===== src/rtl/rename_register_file_if.sv =====
// rename_register_file_if: dispatcher/ROB bus for the rename register file.
//   master: dispatcher + ROB side (drives indices, rename and commit requests, rollback)
//   slave : register file side (drives operand values and producer tags)
interface rename_register_file_if #(
    parameter int REG_W  = 5,
    parameter int DATA_W = 32,
    parameter int ROB_W  = 4
);
    logic [REG_W-1:0]  rs1_from_dispatcher;
    logic [REG_W-1:0]  rs2_from_dispatcher;
    logic [DATA_W-1:0] V1_to_dispatcher;
    logic [ROB_W-1:0]  Q1_to_dispatcher;
    logic [DATA_W-1:0] V2_to_dispatcher;
    logic [ROB_W-1:0]  Q2_to_dispatcher;
    logic              enable_from_dispatcher;
    logic [REG_W-1:0]  rd_from_dispatcher;
    logic [ROB_W-1:0]  rob_id_from_dispatcher;
    logic              commit_flag;
    logic [REG_W-1:0]  rd_from_rob;
    logic [DATA_W-1:0] V_from_rob;
    logic [ROB_W-1:0]  Q_from_rob;
    logic              rollback_flag;
    modport master (
        output rs1_from_dispatcher, rs2_from_dispatcher, enable_from_dispatcher,
               rd_from_dispatcher, rob_id_from_dispatcher, commit_flag, rd_from_rob,
               V_from_rob, Q_from_rob, rollback_flag,
        input  V1_to_dispatcher, Q1_to_dispatcher, V2_to_dispatcher, Q2_to_dispatcher
    );
    modport slave (
        input  rs1_from_dispatcher, rs2_from_dispatcher, enable_from_dispatcher,
               rd_from_dispatcher, rob_id_from_dispatcher, commit_flag, rd_from_rob,
               V_from_rob, Q_from_rob, rollback_flag,
        output V1_to_dispatcher, Q1_to_dispatcher, V2_to_dispatcher, Q2_to_dispatcher
    );
endinterface


===== src/rtl/rename_register_file.sv =====
// rename_register_file: architectural registers with per-register rename tags (ROB producer ids).
//   clk_in : clock
//   rst_in : synchronous active-high reset, clears all values and tags
//   rdy_in : global ready, state holds when low
//   bus    : slave side of the dispatcher/ROB bus (reads, rename, commit, rollback)
module rename_register_file #(
    parameter int REG_NUM = 32,
    parameter int REG_W   = 5,
    parameter int DATA_W  = 32,
    parameter int ROB_W   = 4
) (
    input logic                   clk_in,
    input logic                   rst_in,
    input logic                   rdy_in,
    rename_register_file_if.slave bus
);
    logic [DATA_W-1:0] value [REG_NUM];
    logic [ROB_W-1:0]  tag   [REG_NUM];
    logic              byp1, byp2, commit_ok;
    // A commit forwards to a read only if it is the newest producer of that register.
    assign commit_ok = bus.commit_flag && bus.rd_from_rob != '0;
    always_comb begin
        byp1 = commit_ok && bus.rd_from_rob == bus.rs1_from_dispatcher
               && tag[bus.rs1_from_dispatcher] == bus.Q_from_rob;
        byp2 = commit_ok && bus.rd_from_rob == bus.rs2_from_dispatcher
               && tag[bus.rs2_from_dispatcher] == bus.Q_from_rob;
        bus.V1_to_dispatcher = bus.rs1_from_dispatcher == '0 ? '0 :
                               byp1 ? bus.V_from_rob : value[bus.rs1_from_dispatcher];
        bus.Q1_to_dispatcher = (bus.rs1_from_dispatcher == '0 || byp1) ? '0 : tag[bus.rs1_from_dispatcher];
        bus.V2_to_dispatcher = bus.rs2_from_dispatcher == '0 ? '0 :
                               byp2 ? bus.V_from_rob : value[bus.rs2_from_dispatcher];
        bus.Q2_to_dispatcher = (bus.rs2_from_dispatcher == '0 || byp2) ? '0 : tag[bus.rs2_from_dispatcher];
    end
    always_ff @(posedge clk_in) begin
        if (rst_in) begin
            for (int i = 0; i < REG_NUM; i++) begin
                value[i] <= '0;
                tag[i]   <= '0;
            end
        end else if (rdy_in) begin
            if (commit_ok)
                value[bus.rd_from_rob] <= bus.V_from_rob;
            if (bus.rollback_flag) begin
                for (int i = 0; i < REG_NUM; i++)
                    tag[i] <= '0;
            end else begin
                // Stale commits (tag re-renamed since) leave the tag alone; rename is last so it wins.
                if (commit_ok && tag[bus.rd_from_rob] == bus.Q_from_rob)
                    tag[bus.rd_from_rob] <= '0;
                if (bus.enable_from_dispatcher && bus.rd_from_dispatcher != '0)
                    tag[bus.rd_from_dispatcher] <= bus.rob_id_from_dispatcher;
            end
        end
    end
endmodule

===== src/flat_wrapper.sv =====
// flat-port wrapper written by rule: the top's interface ports become plain ports
module rename_register_file_flat 
#(
    parameter int REG_NUM = 32,
    parameter int REG_W   = 5,
    parameter int DATA_W  = 32,
    parameter int ROB_W   = 4
)
  (clk_in, rst_in, rdy_in, bus_rs1_from_dispatcher, bus_rs2_from_dispatcher, bus_enable_from_dispatcher, bus_rd_from_dispatcher, bus_rob_id_from_dispatcher, bus_commit_flag, bus_rd_from_rob, bus_V_from_rob, bus_Q_from_rob, bus_rollback_flag, bus_V1_to_dispatcher, bus_Q1_to_dispatcher, bus_V2_to_dispatcher, bus_Q2_to_dispatcher);
  rename_register_file_if #(.REG_W(REG_W), .DATA_W(DATA_W), .ROB_W(ROB_W)) bus_i ();
  input logic clk_in;
  input logic rst_in;
  input logic rdy_in;
  input wire logic [$bits(bus_i.rs1_from_dispatcher)-1:0] bus_rs1_from_dispatcher;
  input wire logic [$bits(bus_i.rs2_from_dispatcher)-1:0] bus_rs2_from_dispatcher;
  input wire logic [$bits(bus_i.enable_from_dispatcher)-1:0] bus_enable_from_dispatcher;
  input wire logic [$bits(bus_i.rd_from_dispatcher)-1:0] bus_rd_from_dispatcher;
  input wire logic [$bits(bus_i.rob_id_from_dispatcher)-1:0] bus_rob_id_from_dispatcher;
  input wire logic [$bits(bus_i.commit_flag)-1:0] bus_commit_flag;
  input wire logic [$bits(bus_i.rd_from_rob)-1:0] bus_rd_from_rob;
  input wire logic [$bits(bus_i.V_from_rob)-1:0] bus_V_from_rob;
  input wire logic [$bits(bus_i.Q_from_rob)-1:0] bus_Q_from_rob;
  input wire logic [$bits(bus_i.rollback_flag)-1:0] bus_rollback_flag;
  output wire logic [$bits(bus_i.V1_to_dispatcher)-1:0] bus_V1_to_dispatcher;
  output wire logic [$bits(bus_i.Q1_to_dispatcher)-1:0] bus_Q1_to_dispatcher;
  output wire logic [$bits(bus_i.V2_to_dispatcher)-1:0] bus_V2_to_dispatcher;
  output wire logic [$bits(bus_i.Q2_to_dispatcher)-1:0] bus_Q2_to_dispatcher;
  assign bus_i.rs1_from_dispatcher = bus_rs1_from_dispatcher;
  assign bus_i.rs2_from_dispatcher = bus_rs2_from_dispatcher;
  assign bus_i.enable_from_dispatcher = bus_enable_from_dispatcher;
  assign bus_i.rd_from_dispatcher = bus_rd_from_dispatcher;
  assign bus_i.rob_id_from_dispatcher = bus_rob_id_from_dispatcher;
  assign bus_i.commit_flag = bus_commit_flag;
  assign bus_i.rd_from_rob = bus_rd_from_rob;
  assign bus_i.V_from_rob = bus_V_from_rob;
  assign bus_i.Q_from_rob = bus_Q_from_rob;
  assign bus_i.rollback_flag = bus_rollback_flag;
  assign bus_V1_to_dispatcher = bus_i.V1_to_dispatcher;
  assign bus_Q1_to_dispatcher = bus_i.Q1_to_dispatcher;
  assign bus_V2_to_dispatcher = bus_i.V2_to_dispatcher;
  assign bus_Q2_to_dispatcher = bus_i.Q2_to_dispatcher;
  rename_register_file #(.REG_NUM(REG_NUM), .REG_W(REG_W), .DATA_W(DATA_W), .ROB_W(ROB_W)) u_core (.clk_in(clk_in), .rst_in(rst_in), .rdy_in(rdy_in), .bus(bus_i));
endmodule

===== config.mk =====
export PLATFORM = sky130hd
export DESIGN_NAME = rename_register_file_flat
export DESIGN_NICKNAME = d
export VERILOG_FILES = /design/src/rtl/rename_register_file_if.sv /design/src/rtl/rename_register_file.sv /design/src/flat_wrapper.sv
export SDC_FILE = /design/constraint.sdc
export NUM_CORES = 2
export LEC_CHECK = 0
export BUFFER_PORTS_ARGS = -buffer_cell sky130_fd_sc_hd__buf_2
export CAP_MARGIN = 20
export CORE_MARGIN = 1
export CORE_UTILIZATION = 67
export DETAILED_ROUTE_END_ITERATION = 8
export PLACE_DENSITY_LB_ADDON = 0.3
export SYNTH_ARGS = -nofsm -noshare
export SYNTH_HDL_FRONTEND = slang
export SYNTH_SLANG_ARGS = --single-unit
export TNS_END_PERCENT = 100

===== constraint.sdc =====
create_clock -name clk_in -period 8.71 [get_ports clk_in]
set_input_delay 1.742 -clock clk_in [delete_from_list [all_inputs] [get_ports clk_in]]
set_output_delay 1.742 -clock clk_in [all_outputs]
set_load 0.05 [all_outputs]

Word level (Yosys, flattened, before mapping)
Memory sizes are Yosys's and may differ from the RTL's.
Cells that the tools add are included.
{"block": "totals", "elab_cells": 122, "regBits": 0, "romBits": 0, "ram_bits": 1152, "inputBits": 66, "output_inout_bits": 72, "latchBits": 0, "memories": 2}
{"block": "op_classes", "mux": 67, "n_lt_le_gt_ge": 0, "div_mod_pow": 0, "n_shift": 0, "n_reduce_logical": 16, "add_sub_neg": 0, "mul": 0, "bitwise_logic": 32, "eq_ne": 5}
{"name": "u_core.value", "words": 32, "word_bits": 32, "rd": 2, "rd_clocked_by_memory_dff": 0, "wr": 32, "line_no": "rename_register_file.sv:17", "source": "logic [DATA_W-1:0] value [REG_NUM];"}
{"name": "u_core.tag", "words": 32, "word_bits": 4, "rd": 3, "rd_clocked_by_memory_dff": 0, "wr": 32, "line_no": "rename_register_file.sv:18", "source": "logic [ROB_W-1:0] tag [REG_NUM];"}
{"cell": "2-to-1 mux 32 bit", "count": 5}
{"cell": "2-to-1 mux 4 bit", "count": 36}
{"cell": "bitwise OR 1 bit", "count": 32}
{"cell": "OR reduction 32 bit", "count": 1}
{"cell": "2-to-1 mux 1 bit", "count": 23}
{"cell": "2-to-1 mux 5 bit", "count": 3}
{"cell": "== test 4 bit", "count": 3}
{"cell": "== test 5 bit", "count": 2}
{"cell": "logical NOT 5 bit", "count": 2}
{"cell": "nonzero test 5 bit", "count": 2}
{"cell": "OR reduction 4 bit", "count": 2}
{"cell": "logical AND 1 bit", "count": 7}
{"cell": "logical OR 1 bit", "count": 2}

Depth between registers and ports, before layout
{"block": "logic_depth", "depth_word": 10, "ltp_mapped": 13}

Least setup slack after synthesis
No wires, ideal clock.
{"block": "synth_path", "path_type": "in2out", "startpoint": "input bus_rs1_from_dispatcher[1]", "endpoint": "output bus_Q1_to_dispatcher[2]", "path_stages": 9, "arrival_time_ns": 5.078, "t_required_ns": 6.968, "setup_slack_ns": 1.890, "cell_sequence": "buf_6 buf_6 mux4_2 mux2_2 o22ai_1 nor3_1 o2111ai_1 nor2_1 nor4_1"}
{"block": "synth_between", "elab_chain_cells": 5, "elab_cells_between_ends": 8, "cone_classes": "2 x eq/ne; 1 x mux; 4 x reduce/logical; 1 x memory"}
{"element": "start, declared", "line_no": "flat_wrapper.sv:14", "source": "input wire logic [$bits(bus_i.rs1_from_dispatcher)-1:0] bus_rs1_from_dispatcher;"}
{"element": "memory read (32 x 4 bit) / == test 5 bit (equally long branches)"}
{"element": "== test 4 bit / logical AND 1 bit (equally long branches)", "line_no": "rename_register_file.sv:24, rename_register_file.sv:23"}
{"element": "logical AND 1 bit", "line_no": "rename_register_file.sv:24", "source": "&& tag[bus.rs1_from_dispatcher] == bus.Q_from_rob;"}
{"element": "logical OR 1 bit", "line_no": "rename_register_file.sv:29", "source": "bus.Q1_to_dispatcher = (bus.rs1_from_dispatcher == '0 || byp1) ? '0 : tag[bus.rs1_from_dispatcher];"}
{"element": "2-to-1 mux 4 bit (*)", "line_no": "rename_register_file.sv:29"}
{"element": "end, declared", "line_no": "flat_wrapper.sv:25", "source": "output wire logic [$bits(bus_i.Q1_to_dispatcher)-1:0] bus_Q1_to_dispatcher;"}
Mark *: on every way between the ends. The rest lies on a longest branch, timed or not.

Final worst setup path
{"block": "layout_path", "startpoint": "input bus_rs1_from_dispatcher[1]", "endpoint": "output bus_V1_to_dispatcher[15]"}
{"block": "layout_between", "elab_chain_cells": 5, "elab_cells_between_ends": 9, "cone_classes": "2 x eq/ne; 2 x mux; 3 x reduce/logical; 2 x memory"}
{"element": "memory read (32 x 4 bit) / == test 5 bit (equally long branches)"}
{"element": "== test 4 bit / logical AND 1 bit (equally long branches)", "line_no": "rename_register_file.sv:24, rename_register_file.sv:23"}
{"element": "logical AND 1 bit", "line_no": "rename_register_file.sv:24"}
{"element": "2-to-1 mux 32 bit", "line_no": "rename_register_file.sv:28", "source": "byp1 ? bus.V_from_rob : value[bus.rs1_from_dispatcher];"}
{"element": "2-to-1 mux 32 bit (*)", "line_no": "rename_register_file.sv:27", "source": "bus.V1_to_dispatcher = bus.rs1_from_dispatcher == '0 ? '0 :"}
{"element": "end, declared", "line_no": "flat_wrapper.sv:24", "source": "output wire logic [$bits(bus_i.V1_to_dispatcher)-1:0] bus_V1_to_dispatcher;"}
Marked as above.

==> metrics.md <==
| Metric | Value |
|---|---|
| Status | completed |
| Critical Path Max Stage Delay | 0.91 ns |
| Worst-path clk slew | 0.06 ns |
| CTS tree | yes |
| Layout Area Growth over Synthesis | 8.368% |
| Hpwl dp | 116000 um |
| Setup-failing EPs final | 0 |
| Leak Pwr | 22.38 nW |
| Die area | 95590 sq um |
| WS Path Type | in2out |
| Initial antenna violation count | 13 |
| First-pass GRT wire length | 294100 um |
| I/O Pins | 138 |
| Fin crit share | 0.8925 |
| Gates resized, CTS repair | 0 |
| GPL Wtd Cong | 0.9324 |
| Final nets | 4056 |
| DRT Wirelength | 207800 um |
| Fmax | 0.1286 GHz |
| Clock root cell | clkbuf_16 |
| Largest net degree at the start of global routing | 143 |
| Pwr dens | 198.1 nW/um^2 |
| GRT Util Overall | 0.4420 |
| Library cells used by synthesis | 50 |
| Synthesis Warnings | 0 |
| Vias per inst | 8.044 |
| Number of synthesized flops with an enable pin | 1152 |
| Synth Cell Area | 63220 sq um |
| Via count | 43020 |
| Antenna-violating nets left | 0 |
| Commonest cells after routing, fill and taps aside | edfxtp_1 (1152), mux4_2 (738), and2_1 (600), nor3_1 (507), buf_2 (126) |
| RSZ-0062 raised after global routing | false |
| Max clock buf depth | 3 |
| Ys async rst share | 0 |
| Total global routing overflow | 0 |
| Clk_lat worst skew | 0.73 ns |
| Number of max-cap violations | 0 |
| Seq/Total Area, Yosys | 0.5472 |
| Rows | 112 |
| TritonRoute pass-1 iters | 9 |
| Non-filler instance count after layout | 5348 |
| Mean Syn Cell Area | 15.55 sq um |
| Drt initial violations | 8459 |
| Max Clock Skew | 0.01324 ns |
| Die height | 309.2 um |
| CTS Buf Count | 116 |
| Worst Hold Launch | rst_in |
| Hold Path Class | in2reg |
| Largest cells by area after synthesis | edfxtp_1 (55%), mux4_2 (26%), and2_1 (5.9%) |
| Seq cells post-synth | 1152 |
| Origin of the critical flop-to-flop path | u_core.tag[16][3] |
| Delay-heaviest family, CP | compound AO/OA/AOI/OAI gates |
| Place WS | 1.096 ns |
| Worst vdd ir | 0.1667 mV |
| IO buf count | 137 |
| Top_reg_cell synth | edfxtp_1 |
| PnR worst setup slack | 0.9361 ns |
| DRC violations left | 0 |
| CP startpoint kind | input port |
| Fraction of layout cells with a size suffix above 1 | 0.2974 |
| WL per Instance | 38.86 um |
| Placed Area | 64790 sq um |
| Sum Neg Setup Slack | 0 ns |
| Total placed cells including tap cells | 5124 |
| Core Region | 93330 sq um |
| Worst relative slew slack | 0.1680 |
| Critical-path cell list | buf_8 > buf_4 > mux2_2 > o22ai_1 > nor3_1 > o2111ai_4 > or2_2 > o211a_1 > buf_2 |
| H-tree levels | 3 |
| Synth top area share | 0.5472 |
| Synth area leader | edfxtp_1 |
| Tmin final | 7.774 ns |
| Worst-margin pin slew | 1.248 ns |
| Setup Fix Bufs, Post-CTS | 0 |
| Clock Sinks | 1152 |
| Critical path peak fanout | 58 |
| Crit. End Element | output pin |
| Arrival @ worst endpoint | 6.03 ns |
| Cells after Synth | 4065 |
| Final Max Slew Viols | 0 |
| Hold_buf cts | 0 |
| Initial Util | 0.6774 |
| Final core occ | 0.7341 |
| Final Hold Fails | 0 |
| Final Instance Area | 68510 sq um |
| Commonest non-fill, non-tap cell in the layout | edfxtp_1 |
| Die W | 309.2 um |
| Critical path origin | bus_rs1_from_dispatcher[1] |
| Number of global-route vias before repair | 42470 |
| Crit-path slowest cell | or2_2 |
| Buf/Inv on CP | 3 |
| CP required | 6.97 ns |
## path summary, 6_finish.rpt
| kind | slack [ns] | to | cells after the start |
|---|---|---|---|
| setup / recovery | 0.94 | bus_V1_to_dispatcher[15] | 9 |
| hold / removal | 1.43 | u_core.value[0][14] | 1 |
| setup reg to reg | 4.63 | u_core.tag[11][2] | 7 |
| hold reg to reg | 2.01 | u_core.tag[4][3] | 7 |
## per-layer routing
metal | share of wire | GRT usage | vias to the layer above
met5 | 0.00024 | 0 | -
met4 | 0.080 | 0.2898 | 8
met3 | 0.18 | 0.1727 | 1075
met2 | 0.45 | 0.6493 | 4746
met1 | 0.29 | 0.5510 | 21120
li1 | - | - | 16070
## metrics by stage
stage / power, mW / hold WS [ns]
global placement: 8.579 / 1.876
finish: 13.57 / 1.431
detailed placement: 8.633 / 1.934
global route: 13.78 / 1.439
floorplan: 7.978 / 1.393
CTS: 13.45 / 1.436
## cell usage after synthesis (all sizes together), types with 2 or more instances
master,count
edfxtp,1152
mux4,738
and2,600
nor3,507
clkbuf,356
buf,122
nor2,92
mux2i,78
o21ai,50
nand2,45
nand2b,34
or2,34
o211ai,32
and3,30
a21oi,24
a22oi,19
o31ai,19
inv,18
o211a,16
nand3,11
nand3b,9
xnor2,9
xor2,9
mux2,8
nor2b,8
nand4,7
nor4,6
o22ai,5
and3b,4
nor3b,4
or3,3
or3b,3
or4,2
## cell families (layout without fill, tap and decap cells)
kind of cell,Yosys count,after routing,synth area share
simple gates,1400,1400,0.1236
compound gates,174,174,0.01845
xor+xnor,18,18,0.002494
buf+inv,496,478,0.03155
other cells,1,48,0.00005931
mux,824,824,0.2767
flops,1152,1152,0.5472
## area by class of cell
cell class,instances,area [sq um]
repair buffers,250,1707
clock buffers,145,3075
diodes,12,30.03
well taps,1254,1569
clock inverters,65,583.1
fillers,5488,24820
multi-input cells,2452,26890
flip-flops and latches,1152,34590
inverters,18,67.56
## flip-flops by register name, summed over array words and instances (netlist names)
| signal | flops |
|---|---|
| u_core.value | 1024 |
| u_core.tag | 128 |
## power by group
group	switching, mW	leakage (nW)	total (mW)	internal [mW]
sequential	0.186	11.0	6.59	6.41
clock	2.15	1.79	4.95	2.80
combinational	1.23	9.56	2.02	0.792
total	3.57	22.4	13.6	10.0
(Power assumes the default switching activity.)
